**config.mk**
```make
export PLATFORM = sky130hd
export DESIGN_NAME = id_ex_register
export DESIGN_NICKNAME = d
export VERILOG_FILES = /design/src/rtl/id_ex_register.sv
export SDC_FILE = /design/constraint.sdc
export NUM_CORES = 1
export LEC_CHECK = 0
export ABC_AREA = 1
export CAP_MARGIN = 30
export CORE_MARGIN = 2
export CORE_UTILIZATION = 35
export CTS_CLUSTER_SIZE = 24
export DETAILED_ROUTE_END_ITERATION = 10
export PLACE_DENSITY = 0.69
export SYNTH_ARGS = -nofsm -noshare
export SYNTH_HDL_FRONTEND = slang
export SYNTH_SLANG_ARGS = --single-unit
```
**constraint.sdc**
```tcl
create_clock -name clk -period 1.7 [get_ports clk]
set_input_delay 0.34 -clock clk [delete_from_list [all_inputs] [get_ports clk]]
set_output_delay 0.34 -clock clk [all_outputs]
set_load 0.005 [all_outputs]
```
**src/rtl/id_ex_register.sv**
```systemverilog
// ID/EX pipeline register for the 5-stage MIPS pipeline: carries the decoded
// control bundle and datapath operands into EX, with hold, bubble and a bubble counter.
module id_ex_register #(
  parameter int WIDTH      = 32,
  parameter int REG_ADDR_W = 5,
  parameter int CNT_W      = 16
) (
  input  logic                  clk,
  input  logic                  reset,
  input  logic                  stall_E,
  input  logic                  flush_E,
  input  logic                  valid_D,
  input  logic                  MemtoReg_D,
  input  logic                  RegDst_D,
  input  logic                  MemWrite_D,
  input  logic                  AluSrc_D,
  input  logic                  Branch_D,
  input  logic                  RegWrite_D,
  input  logic                  Jump_D,
  input  logic [2:0]            AluControl_D,
  input  logic [WIDTH-1:0]      RD1_D,
  input  logic [WIDTH-1:0]      RD2_D,
  input  logic [WIDTH-1:0]      SignImm_D,
  input  logic [WIDTH-1:0]      PCPlus4_D,
  input  logic [REG_ADDR_W-1:0] Rs_D,
  input  logic [REG_ADDR_W-1:0] Rt_D,
  input  logic [REG_ADDR_W-1:0] Rd_D,
  output logic                  MemtoReg_E,
  output logic                  RegDst_E,
  output logic                  MemWrite_E,
  output logic                  AluSrc_E,
  output logic                  Branch_E,
  output logic                  RegWrite_E,
  output logic                  Jump_E,
  output logic [2:0]            AluControl_E,
  output logic [WIDTH-1:0]      RD1_E,
  output logic [WIDTH-1:0]      RD2_E,
  output logic [WIDTH-1:0]      SignImm_E,
  output logic [WIDTH-1:0]      PCPlus4_E,
  output logic [REG_ADDR_W-1:0] Rs_E,
  output logic [REG_ADDR_W-1:0] Rt_E,
  output logic [REG_ADDR_W-1:0] Rd_E,
  output logic                  valid_E,
  output logic [CNT_W-1:0]      bubble_cnt
);

  // Per-edge action. flush_E squashes even a stalled stage (control-hazard
  // squash beats hold); stall_E freezes everything, so _D values (even X)
  // are never sampled; an invalid decode slot becomes a bubble.
  typedef enum logic [1:0] {
    ACT_HOLD   = 2'd0,
    ACT_LOAD   = 2'd1,
    ACT_BUBBLE = 2'd2
  } action_e;

  action_e w_action;
  logic    w_cnt_sat;

  logic                  r_memtoreg;
  logic                  r_regdst;
  logic                  r_memwrite;
  logic                  r_alusrc;
  logic                  r_branch;
  logic                  r_regwrite;
  logic                  r_jump;
  logic [2:0]            r_alucontrol;
  logic [WIDTH-1:0]      r_rd1;
  logic [WIDTH-1:0]      r_rd2;
  logic [WIDTH-1:0]      r_signimm;
  logic [WIDTH-1:0]      r_pcplus4;
  logic [REG_ADDR_W-1:0] r_rs;
  logic [REG_ADDR_W-1:0] r_rt;
  logic [REG_ADDR_W-1:0] r_rd;
  logic                  r_valid;
  logic [CNT_W-1:0]      r_bubble_cnt;

  always_comb begin
    w_action = ACT_HOLD;
    if (flush_E) begin
      w_action = ACT_BUBBLE;
    end else if (stall_E) begin
      w_action = ACT_HOLD;
    end else if (!valid_D) begin
      w_action = ACT_BUBBLE;
    end else begin
      w_action = ACT_LOAD;
    end
  end

  assign w_cnt_sat = &r_bubble_cnt;

  // Control bundle and valid flag
  always_ff @(posedge clk or negedge reset) begin
    if (!reset) begin
      r_memtoreg   <= 1'b0;
      r_regdst     <= 1'b0;
      r_memwrite   <= 1'b0;
      r_alusrc     <= 1'b0;
      r_branch     <= 1'b0;
      r_regwrite   <= 1'b0;
      r_jump       <= 1'b0;
      r_alucontrol <= 3'b000;
      r_valid      <= 1'b0;
    end else begin
      case (w_action)
        ACT_LOAD: begin
          r_memtoreg   <= MemtoReg_D;
          r_regdst     <= RegDst_D;
          r_memwrite   <= MemWrite_D;
          r_alusrc     <= AluSrc_D;
          r_branch     <= Branch_D;
          r_regwrite   <= RegWrite_D;
          r_jump       <= Jump_D;
          r_alucontrol <= AluControl_D;
          r_valid      <= 1'b1;
        end
        ACT_BUBBLE: begin
          r_memtoreg   <= 1'b0;
          r_regdst     <= 1'b0;
          r_memwrite   <= 1'b0;
          r_alusrc     <= 1'b0;
          r_branch     <= 1'b0;
          r_regwrite   <= 1'b0;
          r_jump       <= 1'b0;
          r_alucontrol <= 3'b000;
          r_valid      <= 1'b0;
        end
        default: ;
      endcase
    end
  end

  // Datapath fields; bubbles zero the specifiers so $0 never forwards falsely.
  always_ff @(posedge clk or negedge reset) begin
    if (!reset) begin
      r_rd1     <= '0;
      r_rd2     <= '0;
      r_signimm <= '0;
      r_pcplus4 <= '0;
      r_rs      <= '0;
      r_rt      <= '0;
      r_rd      <= '0;
    end else begin
      case (w_action)
        ACT_LOAD: begin
          r_rd1     <= RD1_D;
          r_rd2     <= RD2_D;
          r_signimm <= SignImm_D;
          r_pcplus4 <= PCPlus4_D;
          r_rs      <= Rs_D;
          r_rt      <= Rt_D;
          r_rd      <= Rd_D;
        end
        ACT_BUBBLE: begin
          r_rd1     <= '0;
          r_rd2     <= '0;
          r_signimm <= '0;
          r_pcplus4 <= '0;
          r_rs      <= '0;
          r_rt      <= '0;
          r_rd      <= '0;
        end
        default: ;
      endcase
    end
  end

  always_ff @(posedge clk or negedge reset) begin
    if (!reset) begin
      r_bubble_cnt <= '0;
    end else if (w_action == ACT_BUBBLE && !w_cnt_sat) begin
      r_bubble_cnt <= r_bubble_cnt + CNT_W'(1);
    end
  end

  assign MemtoReg_E   = r_memtoreg;
  assign RegDst_E     = r_regdst;
  assign MemWrite_E   = r_memwrite;
  assign AluSrc_E     = r_alusrc;
  assign Branch_E     = r_branch;
  assign RegWrite_E   = r_regwrite;
  assign Jump_E       = r_jump;
  assign AluControl_E = r_alucontrol;
  assign RD1_E        = r_rd1;
  assign RD2_E        = r_rd2;
  assign SignImm_E    = r_signimm;
  assign PCPlus4_E    = r_pcplus4;
  assign Rs_E         = r_rs;
  assign Rt_E         = r_rt;
  assign Rd_E         = r_rd;
  assign valid_E      = r_valid;
  assign bubble_cnt   = r_bubble_cnt;

endmodule

```
==> summary.txt, run 1 <==
Outcome
  – Status: finished clean

Clock tree
  – CTS sink cnt: 170
  – Worst-path clk slew: roughly 70 ps
  – CTS buffer count: 17
  – Max H-tree Level: 4
  – Longest Clk Path Bufs: 2
  – CTS tree: built
  – Root buf cell: clkbuf_16
  – Clk Latency, worst-skew pair: ~420 ps

Floorplanning
  – Die W: about 150 um
  – Die footprint: 22300 sq um
  – Initial core utilization: 35.4%
  – Die height: between 100 and 150 um
  – Row cnt: 53
  – CORE AREA: approximately 21000 sq um
  – # IOs: between 300 and 400

GRT
  – Initial antenna violation count: 0
  – Total gr overflow: 0
  – Number of global-route vias before repair: between 6000 and 7000
  – Global Route Usage Sum: between 20% and 30%
  – Largest net degree at the start of global routing: 41
  – GRT met3 Usage: around 8.2%
  – Most Used Layer, Global Route: met2
  – First-pass GRT wire length: about 36000 um
  – GR met2 Demand/Resource: roughly 33%
  – GRT met1 Usage: about 25%

Worst setup path
  – RR Endpoint: bubble_cnt[7]$_DFFE_PN0P_
  – Req. time, crit path: 1360 ps
  – Slowest-stage cell, CP: clkdlybuf4s50_1
  – Arrival @ worst endpoint: between 1000 and 1500 ps
  – Max incr delay on CP: roughly 540 ps
  – RR Startpoint: bubble_cnt[1]$_DFFE_PN0P_
  – WP buf/inv: 1
  – CP cell instances: clkdlybuf4s50_1
  – CP max FO: 2
  – CP Capture Type: output pin
  – R2R cell count: 11
  – Startpoint Class: register
  – Worst reg-to-reg setup slack: roughly 140 ps
  – Critical Path Start: RD2_E[31]$_DFFE_PN0P_
  – Worst Setup EP: RD2_E[31]
  – Delay-heaviest family, CP: buffers and inverters
  – Crit path kind: register to output pin
  – Cell depth of the worst setup path: 1

Timing
  – Setup_tns: 0 ps
  – Max_slew headroom: between 60% and 70%
  – Period Utilization, post-route: a little over nine tenths
  – Least-Margin Pin Slew: 465 ps
  – RSZ-0062 raised after global routing: no
  – Final min period: 1660 ps
  – Final setup fails: 0
  – Fmax: 603 MHz
  – Final Hold Viols: 0
  – Worst Skew: 4.03 ps
  – Slew Limit Fails: 0

Synth
  – Synth Warn #: 0
  – Post-synth top area share: between 50% and 60%
  – Count leader, synth: nand2_1
  – Avg Cell Area, Syn: between 9 and 10 sq um
  – Top cell type by total area after synthesis: dfrtp_1
  – Mapped Area: around 7400 sq um
  – Top cells by area, synth: dfrtp_1, nand2_1, nand3_2, nand3_1, buf_6
  – Syn Inst Count: 805
  – Synth top cells by count: nand2_1, dfrtp_1, nand3_1
  – Number of synthesized flops with an enable pin: 0
  – Async SR Flop Fraction: 100%
  – Yosys cell types: 29
  – Post-synth net total: just under 1000
  – Yosys reg bits: 170
  – Sequential-to-total area share from yosys stat: between 50% and 60%
  – Synth Flop Type: dfrtp_1

Finish
  – Filler Cell Count: ~1800
  – Synthesis-to-finish area growth: 64.0%
  – Final core occ: between 50% and 60%
  – N_diodes: 0
  – Fin nets: about 1300
  – Layout cells sized above 1: about 14%

Placement
  – Number of port buffers: around 330
  – RD Place Congestion: 0.807
  – Post-DP HPWL: about 16000 um

Detailed routing
  – Final WL: 22600 um
  – Vias per cell: 4.66
  – Final ANT Viol Nets: 0
  – Initial DRC Count: roughly 230
  – WL per Instance: 15.7 um
  – Drt first pass iters: 5
  – DR vias: just under 7000
  – Drt drc: 0

Power and ir drop
  – Pwr/cell area: around 960 nW/um^2
  – Maximum VDD drop: around 0.00057 V
  – Leak pwr: about 6.3 nW

Flow run
  – Max cap viols: 0

Min path
  – Hold Path Class: input pin to async pin
## layout make-up
class	count	area (sq um)	share of cell area, %
Timing Repair Buffer	383	4010	33.1
Clock buffer	19	443	3.66
Inverter	19	93.8	0.775
Multi-Input combinational cell	567	2790	23.1
Sequential cell	170	4260	35.2
Tap cell	275	344	2.84
Clock inverter	12	164	1.35
## cells by family after synthesis
group,after synthesis,synth area share (%)
AND/OR/NAND/NOR,555,36.3
buffers and inverters,68,4.68
flip-flops,170,57.7
AO/OA/AOI/OAI,4,0.271
adder cells (fa/ha/maj),2,0.339
XOR/XNOR,6,0.712
## flip-flops by register name (all words and copies together) (netlist names)
name and flops:
PCPlus4_E 32, RD2_E 32, Rs_E 5, MemtoReg_E 1
RegWrite_E 1, AluSrc_E 1, RD1_E 32, valid_E 1
Rt_E 5, MemWrite_E 1, bubble_cnt 16, Branch_E 1
RegDst_E 1, Jump_E 1, SignImm_E 32, Rd_E 5
AluControl_E 3
## cell usage in the layout (no fill, tap or decap), drive strengths merged, types with 6 or more instances in the layout
master / instances
buf: 55
inv: 21
nand3: 161
dlymetal6s2s: 37
clkdlybuf4s50: 285
dfrtp: 170
nand4: 6
nor2: 14
clkbuf: 20
nand2: 368
## how the worst min path moves through the flow
stage | startpoint | to | slack, ps | cells after the start
floorplan | reset | AluControl_E[0]$_DFFE_PN0P_ | 40 | 0
finish | reset | SignImm_E[16]$_DFFE_PN0P_ | 420 | 2
global placement | reset | SignImm_E[16]$_DFFE_PN0P_ | 300 | 1
global route | reset | SignImm_E[16]$_DFFE_PN0P_ | 440 | 2
CTS | reset | SignImm_E[16]$_DFFE_PN0P_ | 420 | 2
detailed placement | reset | SignImm_E[16]$_DFFE_PN0P_ | 300 | 1
## worst register-to-register path: stages (launching register included)
cell and delay (ps):
dfrtp_1 360, buf_4 130, ha_1 190, inv_2 60
nor2_2 120, nand2_2 120, inv_2 90, nand2_4 90
nand2_8 110, inv_4 60, nand2_1 70, nand2_1 50
## metrics by stage
stage / hold slack (ps) / power (mW) / worst slack, ps / cells / cell area (sq um)
after floorplan: 44.4 / 5.75 / 117 / 805 / 7380
after global placement: 304 / 7.59 / -369 / 1397 / 11200
after detailed placement: 304 / 7.62 / -370 / 1397 / 11200
after CTS: 419 / 11.8 / 4.80 / 1442 / 12000
after global routing: 436 / 12.2 / 0.131 / 1445 / 12100
final: 421 / 11.6 / 43.0 / 1445 / 12100
## metal layers
layer / up-vias / wire length (um)
met4: 0 / 490
met1: 3155 / 9370
met3: 33 / 2180
li1: 3281 / -
met2: 267 / 10600
met5: - / 0
## power breakdown
group,internal [mW],total [mW],switching [mW],leakage (nW)
Combinational,1.58,2.80,1.21,3.81
Sequential,4.51,4.77,0.265,2.22
Clock,2.37,4.06,1.69,0.283
## timing repair
action | 4_1_cts | 5_1_grt
gates cloned | 0 | 1
gates resized for setup | 8 | 43
endpoints found under the setup margin | 17 | 95
hold buffers | 1 | 0
hold endpoints to repair | 34 | 0
buffers inserted | 13 | 2
pin swaps | 0 | 2
No activity file was read; power rests on OpenSTA's default activity.
==> run 2, diff against run 1 <==
ABC_AREA = default   (was 1)
TNS_END_PERCENT = 30   (was default)
==> summary.txt, run 2 <==
Outcome
  – Status: finished clean

Clock tree
  – CTS sink cnt: 170
  – Worst-path clk slew: approximately 70 ps
  – Clk Latency, worst-skew pair: 420 ps
  – Max H-tree Level: 4
  – Root buf cell: clkbuf_16
  – CTS buffer count: 17
  – Longest Clk Path Bufs: 2
  – CTS tree: built

Synth
  – Yosys reg bits: 170
  – Mapped Area: roughly 7200 sq um
  – Synth Warn #: 0
  – Syn Inst Count: 744
  – Sequential-to-total area share from yosys stat: 59.1%
  – Post-synth top area share: roughly 60%
  – Avg Cell Area, Syn: slightly below 10 sq um
  – Top cell type by total area after synthesis: dfrtp_1
  – Yosys cell types: 31
  – Synth top cells by count: dfrtp_1, nand2_1, o21ai_0
  – Post-synth net total: ~900
  – Synth Flop Type: dfrtp_1
  – Count leader, synth: dfrtp_1
  – Number of synthesized flops with an enable pin: 0
  – Async SR Flop Fraction: 100%
  – Top cells by area, synth: dfrtp_1, nand2b_1, o21ai_0, nand2_1, clkbuf_1

Worst setup path
  – Req. time, crit path: approximately 1400 ps
  – Crit path kind: register to output pin
  – Max incr delay on CP: between 500 and 600 ps
  – CP max FO: 2
  – WP buf/inv: 1
  – RR Startpoint: bubble_cnt[0]$_DFFE_PN0P_
  – CP cell instances: clkdlybuf4s50_1
  – CP Capture Type: output pin
  – Critical Path Start: RegWrite_E$_DFFE_PN0P_
  – Arrival @ worst endpoint: between 1000 and 1500 ps
  – Slowest-stage cell, CP: clkdlybuf4s50_1
  – Worst reg-to-reg setup slack: roughly 60 ps
  – Startpoint Class: register
  – Delay-heaviest family, CP: buffers and inverters

Placement
  – Placement-stage cell area: roughly 11000 sq um
  – Number of port buffers: ~330
  – DP Worst Slack: -521 ps
  – RD Place Congestion: around 0.81
  – Placed cell count: roughly 1300
  – Post-DP HPWL: 15600 um

Detailed routing
  – Vias per cell: roughly 4.6
  – Drt drc: 0
  – Drt first pass iters: 5
  – Final ANT Viol Nets: 0
  – Final WL: 21500 um
  – Initial DRC Count: around 280
  – WL per Instance: roughly 16 um
  – DR vias: between 6000 and 7000

Finish
  – Layout cells sized above 1: 8.75%
  – Synthesis-to-finish area growth: 64.6%
  – Most common cell after layout, fill and taps aside: clkdlybuf4s50_1
  – Final core occ: 58.5%
  – Multi-input gate area: 2810 sq um
  – Final std cells w/o fill: around 1400
  – N_diodes: 0
  – Filler Cell Count: 1736
  – Fin nets: 1244
  – Most frequent cells in the layout: clkdlybuf4s50_1, dfrtp_1, nand2_1, nand2b_1, o21ai_0
  – Sequential cell area: between 4000 and 5000 sq um
  – Finished Cell Area: between 10000 and 15000 sq um

Min path
  – Hold Path Class: input pin to async pin

Power and ir drop
  – Leak pwr: just over 5 nW
  – Total power: roughly 11 mW
  – Pwr/cell area: between 900 and 1000 nW/um^2
  – Sw power: about 3.2 mW
  – Clock power share: 31.8%
  – Comb pwr share: between 20% and 30%
  – Net Sw Frac: approximately 28%
  – Int Power: 8.19 mW
  – Maximum VDD drop: between 0.0006 and 0.0007 V
  – Sequential share of power: 42.7%

Timing
  – Period Utilization, post-route: a little over nine tenths
  – Final Hold Viols: 0
  – Final min period: about 1700 ps
  – Worst Skew: approximately 11 ps
  – Slew Limit Fails: 0
  – Max_slew headroom: roughly three quarters
  – Least-Margin Pin Slew: roughly 390 ps
  – Final setup fails: 0
  – Setup ws final: 41.3 ps
  – RSZ-0062 raised after global routing: yes
  – Hold WS: 366 ps
  – Fmax: between 600 and 700 MHz
  – Setup_tns: 0 ps

GRT
  – Initial antenna violation count: 0
  – Number of global-route vias before repair: between 6000 and 7000
  – Global Route Usage Sum: about a fifth
  – Total gr overflow: 0
  – First-pass GRT wire length: approximately 33000 um
  – Largest net degree at the start of global routing: 68

Floorplanning
  – Die footprint: about 22000 sq um
  – CORE AREA: between 20000 and 25000 sq um
  – Die W: around 150 um
  – Row cnt: 52
  – Die height: about 150 um
  – Initial core utilization: between 30 and 40%
  – # IOs: roughly 330

Flow run
  – Max cap viols: 0
-- run 2: cell types whose count changed in the layout (fill, tap and decap cells not counted), moves of 29 or more --
cell / previous run / this run
o21ai_1: 3 / 32
o21ai_0: 1 / 121
nand3_1: 101 / 5
nand3_2: 60 / 1
nand2b_1: 0 / 153
nand2_1: 362 / 159
-- run 2: final timing paths --
kind / to / cells past startpoint
max: RegWrite_E / 1
min: Rs_E[4]$_DFFE_PN0P_ / 2
max reg2reg: bubble_cnt[6]$_DFFE_PN0P_ / 7
min reg2reg: RD2_E[25]$_DFFE_PN0P_ / 2
max in group asynchronous: PCPlus4_E[30]$_DFFE_PN0P_ / 3
min in group clk: SignImm_E[24]$_DFFE_PN0P_ / 3
-- run 2: repair_timing --
action / CTS / global route
endpoints found under the hold margin: 25 / 0
hold buffers: 1 / 0
endpoints found under the setup margin: 41 / 130
pin swaps: 0 / 3
gates cloned: 0 / 2
buffers inserted: 10 / 1
gates resized for setup: 20 / 58
-- run 2: routing by layer --
layer / wire [um] / up-vias / part of all wire [%] / track usage, %
li1: - / 3099 / - / -
met1: 9400 / 2920 / 44 / 25.5
met2: 10200 / 228 / 47 / 31.4
met3: 1620 / 21 / 7.5 / 5.28
met4: 299 / 0 / 1.4 / 5.87
met5: 0 / - / 0 / 0
-- run 2: final cells by class --
| cell class | count | area share (%) |
|---|---|---|
| Sequential cell | 170 | 36.0 |
| Timing Repair Buffer | 372 | 32.8 |
| Multi-Input combinational cell | 520 | 23.7 |
| Clock buffer | 19 | 3.66 |
| Tap cell | 270 | 2.85 |
| Clock inverter | 13 | 0.930 |
| Inverter | 3 | 0.0951 |
-- run 2: cells by family after synthesis --
family	after synthesis	share of synthesized area, %
flip-flops	170	59.1
buffers and inverters	54	2.83
XOR/XNOR	11	1.34
AND/OR/NAND/NOR	344	24.6
AO/OA/AOI/OAI	159	11.2
multiplexers	4	0.591
adder cells (fa/ha/maj)	2	0.348
-- run 2: power groups by stage --
stage,Combinational [mW],Sequential (mW),Clock (mW)
finish,2.90,4.85,3.62
global route,3.16,4.91,3.90
CTS,2.83,4.84,3.73
detailed placement,2.72,4.95,0
global placement,2.70,4.94,0
floorplan,0.845,4.97,0
